$ cat src/rtl/detect_seq_ctrl_pkg.sv
// ---------------------------------------------------------------------------
// detect_seq_ctrl_pkg
//
// Purpose:
//   Shared definitions for the word-level repeated-bit sequence detector.
//   It holds the controller state encoding, the default word and count
//   widths, and a small helper that sizes counters.
//
// Contents:
//   state_t      : controller FSM states (IDLE, SHIFT, DONE)
//   DEF_W        : default input word width
//   DEF_CW       : default match-count width
//   count_width  : number of bits needed to hold the value n
// ---------------------------------------------------------------------------
package detect_seq_ctrl_pkg;

    // Controller states. The encoding is fixed so that waveforms and
    // debug probes from other blocks decode the same way.
    typedef enum logic [1:0] {
        IDLE  = 2'b00,
        SHIFT = 2'b01,
        DONE  = 2'b10
    } state_t;

    // Default geometry: an 8-bit word with a 4-bit match count. The count
    // can reach W when chaining is enabled, so 2**DEF_CW must exceed DEF_W.
    localparam int DEF_W  = 8;
    localparam int DEF_CW = 4;

    // Number of bits needed to represent the unsigned value n. A zero or
    // one still needs a single bit, so the result is never below 1.
    function automatic int count_width(input int n);
        int bits;
        bits = 1;
        while ((n >> bits) != 0) begin
            bits = bits + 1;
        end
        return bits;
    endfunction

endpackage

$ cat src/rtl/detect_seq_ctrl_pair.sv
// ---------------------------------------------------------------------------
// seq_pair_det
//
// Purpose:
//   Per-bit pair detector for the serial datapath. Each enabled cycle it
//   compares the incoming bit with the bit it saw on the previous enabled
//   cycle. It then remembers the incoming bit for the next comparison.
//   A history-valid flag stops the very first bit after a clear (or reset)
//   from matching against stale or undefined history.
//
// Ports:
//   ck      in   clock, all state changes on the rising edge
//   rst_n   in   asynchronous active-low reset, clears history
//   clr     in   synchronous history clear (drops the history-valid flag)
//   en      in   consume bit_in this cycle and update history
//   bit_in  in   serial bit under test
//   match   out  combinational: history valid and bit_in equals previous
// ---------------------------------------------------------------------------
module seq_pair_det (
    input  logic ck,
    input  logic rst_n,
    input  logic clr,
    input  logic en,
    input  logic bit_in,
    output logic match
);

    logic prev_bit;
    logic hist_valid;

    // The match is purely combinational so the controller can record it in
    // the same cycle that the bit is consumed.
    assign match = hist_valid && (bit_in == prev_bit);

    // History registers. If clear and enable arrive together, clear wins,
    // which keeps a freshly accepted word from inheriting history. The
    // controller never raises both at once.
    always_ff @(posedge ck or negedge rst_n) begin
        if (!rst_n) begin
            prev_bit   <= 1'b0;
            hist_valid <= 1'b0;
        end else if (clr) begin
            prev_bit   <= 1'b0;
            hist_valid <= 1'b0;
        end else if (en) begin
            prev_bit   <= bit_in;
            hist_valid <= 1'b1;
        end
    end

endmodule

$ cat src/rtl/detect_seq_ctrl.sv
// ---------------------------------------------------------------------------
// detect_seq_ctrl
//
// Purpose:
//   Word-level controller for the repeated-bit sequence detector. It
//   accepts a W-bit word over a valid/ready handshake and shifts it LSB
//   first through seq_pair_det, one bit per clock. It then presents a
//   per-bit match mask and a match count over a second valid/ready
//   handshake. Each word takes exactly W SHIFT cycles, and a result stays
//   in DONE until the consumer takes it.
//
// Parameters:
//   W    input word width (2..32)
//   CW   match-count width, 2**CW > W so the count never wraps
//
// Ports:
//   ck         in   clock
//   rst_n      in   asynchronous active-low reset
//   in_valid   in   producer has a word
//   in_ready   out  controller can accept a word (state IDLE)
//   in_data    in   word to scan, bit 0 scanned first
//   out_valid  out  result available (state DONE)
//   out_ready  in   consumer accepts the result
//   out_mask   out  bit i set when bit i equals bit i-1
//   out_count  out  number of ones in out_mask
//   out_hit    out  out_count is non-zero
//   busy       out  state is SHIFT or DONE
//
// Build option:
//   DETECT_SEQ_CTRL_CHAIN_EN
//     defined   : detector history carries over from one word to the next,
//                 so bit 0 is compared with bit W-1 of the previous word.
//                 Only rst_n clears the history.
//     undefined : history is cleared on every acceptance and out_mask[0]
//                 is always 0.
// ---------------------------------------------------------------------------
module detect_seq_ctrl
    import detect_seq_ctrl_pkg::*;
#(
    parameter int W  = DEF_W,
    parameter int CW = DEF_CW
) (
    input  logic          ck,
    input  logic          rst_n,
    input  logic          in_valid,
    output logic          in_ready,
    input  logic [W-1:0]  in_data,
    output logic          out_valid,
    input  logic          out_ready,
    output logic [W-1:0]  out_mask,
    output logic [CW-1:0] out_count,
    output logic          out_hit,
    output logic          busy
);

    // The bit index only needs to reach W-1.
    localparam int IW = count_width(W - 1);

    state_t          state;
    logic [W-1:0]    shreg;
    logic [W-1:0]    mask;
    logic [IW-1:0]   idx;
    logic [CW-1:0]   count;

    logic            det_clr;
    logic            det_en;
    logic            det_match;

    // The detector consumes the shift-register LSB on every SHIFT cycle.
    // That bit is always bit idx of the captured word.
    assign det_en = (state == SHIFT);

`ifdef DETECT_SEQ_CTRL_CHAIN_EN
    // Chaining: history survives acceptance, and only rst_n clears it.
    assign det_clr = 1'b0;
`else
    // Every accepted word starts with empty history, so bit 0 cannot match.
    assign det_clr = (state == IDLE) && in_valid;
`endif

    seq_pair_det u_pair_det (
        .ck     (ck),
        .rst_n  (rst_n),
        .clr    (det_clr),
        .en     (det_en),
        .bit_in (shreg[0]),
        .match  (det_match)
    );

    // Main sequencer. IDLE waits for a word and captures it. SHIFT walks
    // through the W bits and records matches. DONE holds the result until
    // the consumer takes it. mask and count are not cleared on the way
    // back to IDLE, so the last result stays readable until the next
    // acceptance.
    always_ff @(posedge ck or negedge rst_n) begin
        if (!rst_n) begin
            state <= IDLE;
            shreg <= '0;
            mask  <= '0;
            idx   <= '0;
            count <= '0;
        end else begin
            case (state)
                IDLE: begin
                    if (in_valid) begin
                        shreg <= in_data;
                        mask  <= '0;
                        count <= '0;
                        idx   <= '0;
                        state <= SHIFT;
                    end
                end
                SHIFT: begin
                    if (det_match) begin
                        mask[idx] <= 1'b1;
                        count     <= count + CW'(1);
                    end
                    shreg <= shreg >> 1;
                    idx   <= idx + IW'(1);
                    if (idx == IW'(W - 1)) begin
                        state <= DONE;
                    end
                end
                DONE: begin
                    if (out_ready) begin
                        state <= IDLE;
                    end
                end
                default: begin
                    state <= IDLE;
                end
            endcase
        end
    end

    // The handshake and status outputs are decoded from the state register
    // only, so there is no combinational path from in_valid or out_ready.
    assign in_ready  = (state == IDLE);
    assign out_valid = (state == DONE);
    assign busy      = (state == SHIFT) || (state == DONE);
    assign out_mask  = mask;
    assign out_count = count;
    assign out_hit   = |count;

endmodule

$ cat config.mk
export PLATFORM = sky130hd
export DESIGN_NAME = detect_seq_ctrl
export DESIGN_NICKNAME = d
export VERILOG_FILES = /design/src/rtl/detect_seq_ctrl_pkg.sv /design/src/rtl/detect_seq_ctrl_pair.sv /design/src/rtl/detect_seq_ctrl.sv
export SDC_FILE = /design/constraint.sdc
export NUM_CORES = 1
export LEC_CHECK = 0
export ABC_CLOCK_PERIOD_IN_PS = 1500
export BUFFER_PORTS_ARGS = -buffer_cell sky130_fd_sc_hd__buf_2
export CAP_MARGIN = 20
export CORE_ASPECT_RATIO = 0.5
export CORE_MARGIN = 2
export CORE_UTILIZATION = 48
export DETAILED_ROUTE_END_ITERATION = 6
export PLACE_DENSITY = 0.74
export SYNTH_ARGS = -nofsm -noshare
export SYNTH_HDL_FRONTEND = slang
export SYNTH_SLANG_ARGS = --single-unit
$ cat constraint.sdc
create_clock -name ck -period 1.5 [get_ports ck]
set_input_delay 0.075 -clock ck [delete_from_list [all_inputs] [get_ports ck]]
set_output_delay 0.075 -clock ck [all_outputs]
set_load 0.03 [all_outputs]
* After elaboration in Yosys (flattened, before gate mapping) *
Cells that the tools add are included.

cells by class
  bitwise operators = 1
  order comparisons = 2
  reduce and logical (&&, ||, !) cells = 11
  $add $sub $neg = 2
  multiplexer cells = 20
  eq/ne operators = 8

operators by type and width
  kind                                                                                  number
  8-bit case mux with 2 select lines                                                    2
  8-bit two-way mux                                                                     3
  4-bit two-way mux                                                                     2
  8-bit OR                                                                              1
  4-bit case mux with 2 select lines                                                    1
  2-bit two-way mux                                                                     3
  2-bit by 1-bit inequality test with 1-bit output (second input constant)              3
  2-bit case mux with 3 select lines                                                    1
  3-bit case mux with 2 select lines                                                    1
  3-bit AND reduction                                                                   2
  1-bit two-way mux                                                                     5
  4-bit by 1-bit adder with 4-bit output (second input constant)                        1
  3-bit by 4-bit less-than comparator with 1-bit output (second input constant)         1
  2-bit nonzero test                                                                    2
  4-bit OR reduction                                                                    1
  3-bit by 1-bit adder with 3-bit output (second input constant)                        1
  1-bit demux with 3-bit select                                                         1
  3-bit == test (second input constant)                                                 1
  3-bit by 1-bit greater-or-equal comparator with 1-bit output (second input constant)  1
  1-bit logical AND                                                                     3
  3-bit two-way mux                                                                     1
  2-bit by 1-bit == test with 1-bit output (second input constant)                      1
  2-bit == test (second input constant)                                                 1
  2-bit zero test                                                                       1
  other kinds (4)                                                                       4

storage, ports and cells
  register bits after elaboration = 27
  input bits = 12

* Logic depth before layout (Yosys ltp) *
  word-level depth = 7
  depth in mapped cells = 8
  depth with buffers taken out = 5

* Modules after synthesis *
Synthesis repeated with hierarchy kept, for this count alone.

second synthesis, totals
  cells, all modules = 143
  area total of the unflattened synthesis = 1472.7 um2

modules (own cells, without submodules)
  module           instances  area each (um2)  cells each
  detect_seq_ctrl  1          1386.3           135
  seq_pair_det     1          86.3             8

* Least setup slack after synthesis *
OpenSTA, ideal clock, no wires.

  path kind = reg2reg
  start = register state[0]
  end = register count[2] (netlist: out_count[2])
  setup time = 0.126 ns
  setup slack = -0.292 ns
  period minus slack after synthesis = 1.792 ns
  stages on the path, launching flop included = 6
  data arrival time = 1.666 ns
  buffers on the path = 0
  cell sequence = dfrtp_1 inv_1 ha_1 nor2b_4 nor3_2 a311o_1

on the way
  word-level cells in the longest chain between the ends = 3
  elaborated cells between the ends (all ways) = 7
  those cells by class = eq/ne: 3; mux: 1; reduce/logical: 3

ends and longest elaborated chain
  item                                                                          RTL line                source
  start: declaration                                                            detect_seq_ctrl.sv:59   state_t state;
  start signal: assignment                                                      detect_seq_ctrl.sv:97   state <= IDLE;
  start signal: assignment                                                      detect_seq_ctrl.sv:110  state <= SHIFT;
  start signal: assignment                                                      detect_seq_ctrl.sv:121  state <= DONE;
  2-bit zero test (*)                                                           -
  named net in_ready                                                            detect_seq_ctrl.sv:46   output logic in_ready,
  2-bit inequality test (no line) / 2-bit nonzero test (equally long branches)  -
  3-bit AND reduction (no line)                                                 -
  end signal: assignment                                                        detect_seq_ctrl.sv:116  count <= count + CW'(1);
  end: declaration                                                              detect_seq_ctrl.sv:63   logic [CW-1:0] count;

The timed path passes the listed nets; every way through them passes the cells marked *.
A chain may end at the register's enable or synchronous reset.

* Final worst setup path *
  start = register state[0]
  end = register count[3] (netlist: out_count[3])

on the way
  word-level cells in the longest chain between the ends = 3
  elaborated cells between the ends (all ways) = 7
  those cells by class = eq/ne: 3; mux: 1; reduce/logical: 3

ends and longest elaborated chain
  item                                                                                      RTL line                source
  2-bit by 1-bit == test with 1-bit output / 2-bit zero test (equally long branches)        detect_seq_ctrl.sv:103  case (state)
  2-bit by 1-bit inequality test with 1-bit output (no line), or another cell as far along  -
  3-bit AND reduction (no line)                                                             -

Several ways; a longest one is shown, not always the timed one.

==> out/metrics.yaml <==
outcome:
  status: "finished, violations left"
  violations: "negative setup slack"
layout:
  areaGrowthSynthToFinish_pct: 39.4
  nets: 193
  final_util_pct: 71.7
  final_cell_count_no_fill: 209
  antenna_cells: 0
  drive_gt1_share_pct: 45.3
critical_path:
  critical_path_required_ns: 1.67
  path_class: "reg2reg"
  critPathLaunchType: "flop"
  reg2reg_depth: 6
  rr_startpoint: "state[0]$_DFFE_PN0P_"
  r2r-end: "out_count[3]$_DFFE_PN0P_"
  crit_arrival_ns: 1.76
  worstSetupEndpointType: "flop"
  crit_path_max_fanout: 5
  r2r_setup_slack_ns: -0.09
route:
  drtPass1Iterations: 5
  vias_per_cell: 5.27
  drtIter0Drc: 87
  topRoutingLayerUsed: "met4"
  drc: 0
  wl_per_cell_um: 14.2
  ant_nets: 0
  wl_met2_um: 1400
  wl_um: 2970
  dr_total_vias: 1102
  met1_length_um: 1430
  wl_met3_um: 122
clock_network:
  clock_sinks: 27
  cts_buffers: 3
  cts_buffer_depth: 2
  htree_levels: 1
  clock_latency_ns: 0.28
  clk_pin_slew_worst_paths_ns: 0.10
  cts_tree: "yes"
  cts_root_buf: "clkbuf_8"
synth:
  synth-seq-area-share_pct: 49.9
  synth_edf_count: 0
  synth_seq_cells: 27
  yosysMostFrequentCell: "dfrtp_1"
  yosysWarnings: 0
  syn-num-nets: 138
  async_reset_ff_share_pct: 100
  synth_common_cells: "27 x dfrtp_1, 12 x nand2_1, 10 x mux2i_1"
  yosys.area.top_type_share_pct: 49.9
  syn_area_um2: 1360
  ys_types: 32
  postSynthAreaPerCell_um2: 11.5
  synth_top_area_cell: "dfrtp_1"
  synthFlopType: "dfrtp_1"
  synthTopCellsByArea: "dfrtp_1 50%, ha_1 7.4%, mux2i_1 7.4%"
  syn-instance-count: 118
power_and_ir_drop:
  vdd_drop_max_mv: 0.990
  clock_power_share_pct: 10.3
  combPwrFrac_pct: 60.8
  cellPowerDensity_nw_per_um2: 2160
  power.leakage_nw: 0.942
  p_switching_mw: 1.70
  seqPwrFrac_pct: 28.9
  switching_share_pct: 41.7
  p_int_mw: 2.37
sta:
  finalMaxSlewViolations: 0
  worst_slack_ns: -0.0915
  timing.final.setup_violations: 21
  max_slew_margin_pct: 60.6
  finClkSkew_ns: 0.00472
  fin_crit_ns: 1.59
  max_slew.worst_pin.slew_ns: 0.591
  period_share_pct: 106
  tns_ns: -0.470
  rsz0062_at_grt: "true"
  hold_viol: 0
  fmax_mhz: 628
global_route:
  track_usage_pct: 18.1
  grt_pass1_vias: 1003
  grt_pass1_wl_um: 4510
  overflow: 0
  antenna_found_initial: 0
  grt_start_max_net_pins: 28
die:
  coreArea_um2: 2640
  die_h_um: 41.6
  ios: 28
  num_rows: 13
  initial_core_util_pct: 51.4
  die_w_um: 79.1
  die-area_um2: 3290
placement:
  hpwl_um: 1910
  portBuffers: 27
  place.gp.congestion: 0.723
  place_inst: 192
min_path:
  hp-class: "in2reg"
  worstHoldEndpoint: "shreg[7]$_DFFE_PN0P_"
  hold_depth: 3
  min_from: "in_data[7]"
job:
  cap_violations: 0
==> cells in the final DEF (no fill, tap or decap), types with 2 or more instances in the layout <==
master / instances
dfrtp_1: 26
buf_2: 26
buf_4: 23
nand2_1: 11
mux2i_1: 9
a32o_1: 6
inv_1: 5
o21ai_1: 5
a22o_1: 4
o21ai_0: 4
buf_6: 4
inv_2: 3
nor2_1: 3
ha_1: 3
ha_4: 3
clkbuf_8: 3
nor2b_1: 2
nand2b_1: 2
o311a_1: 2
a21oi_1: 2
mux2_4: 2
ha_2: 2
==> final cells by class <==
class	count	area (um^2)
Clock buffer	3	41.3
Tap cell	37	46.3
Timing Repair Buffer	55	378
Fill cell	192	746
Inverter	9	36.3
Multi-Input combinational cell	77	703
Clock inverter	1	7.51
Sequential cell	27	677
==> registers in the layout (all words and copies together) (netlist names) <==
name and flops:
state 2, u_pair_det.prev_bit 1, out_count 4, shreg 8, u_pair_det.hist_valid 1, idx 3
out_mask 8
==> power by group through the flow <==
stage	Clock, mW	Sequential [mW]	Combinational (mW)
after floorplan	0	1.33	1.24
after global placement	0	1.17	1.89
after detailed placement	0	1.19	1.93
after CTS	0.438	1.16	2.04
after global routing	0.475	1.21	2.68
final	0.421	1.18	2.48
==> per-layer routing <==
metal	vias to the layer above	track usage (%)
met5	-	0
met4	0	6.21
met3	4	5.22
met2	35	27.3
met1	528	25.1
li1	535	-
==> stage by stage <==
step           hold WS (ns)  area (um^2)  setup WS (ns)  total power [mW]
2_1_floorplan        -0.221         1380        -0.0102              2.56
3_3_place_gp          0.119         1640        -0.0545              3.06
3_5_place_dp          0.118         1640        -0.0876              3.12
4_1_cts              0.0476         1740        -0.0311              3.64
5_1_grt              0.0359         1890         -0.145              4.37
6_report             0.0221         1890        -0.0915              4.08
==> kinds of logic (layout without fill, tap and decap cells) <==
| kind of cell | Yosys count | count (layout) | share of synthesized area [%] |
|---|---|---|---|
| fa+ha+maj | 8 | 8 | 7.39 |
| mux | 12 | 12 | 9.05 |
| flops | 27 | 27 | 49.9 |
| compound gates | 28 | 28 | 16.4 |
| simple gates | 28 | 28 | 11.8 |
| xor+xnor | 1 | 1 | 1.20 |
| buf+inv | 14 | 68 | 4.25 |
==> critical path, cell delays in order (launching register included) <==
cell and delay (ns):
dfrtp_2 0.44, buf_12 0.13, ha_4 0.18, buf_4 0.14
mux2i_2 0.20, nor3b_1 0.09, a221o_1 0.32
==> how the worst max path moves through the flow <==
stage | startpoint | end | slack (ns)
3_3_place_gp | state[1]$_DFFE_PN0P_ | out_count[3]$_DFFE_PN0P_ | -0.05
5_1_grt | state[0]$_DFFE_PN0P_ | out_count[3]$_DFFE_PN0P_ | -0.14
6_report | state[0]$_DFFE_PN0P_ | out_count[3]$_DFFE_PN0P_ | -0.09
3_5_place_dp | state[1]$_DFFE_PN0P_ | out_count[3]$_DFFE_PN0P_ | -0.09
4_1_cts | state[1]$_DFFE_PN0P_ | out_count[2]$_DFFE_PN0P_ | -0.03
2_1_floorplan | state[0]$_DFFE_PN0P_ | out_count[2]$_DFFE_PN0P_ | -0.01
==> repair_timing <==
action,CTS,global route
gates resized for setup,5,20
hold buffers,1,0
hold endpoints to repair,27,0
setup endpoints to repair,14,20
cloned,0,0
pin swaps,0,11
buffers inserted,3,9
(Power assumes the default switching activity.)
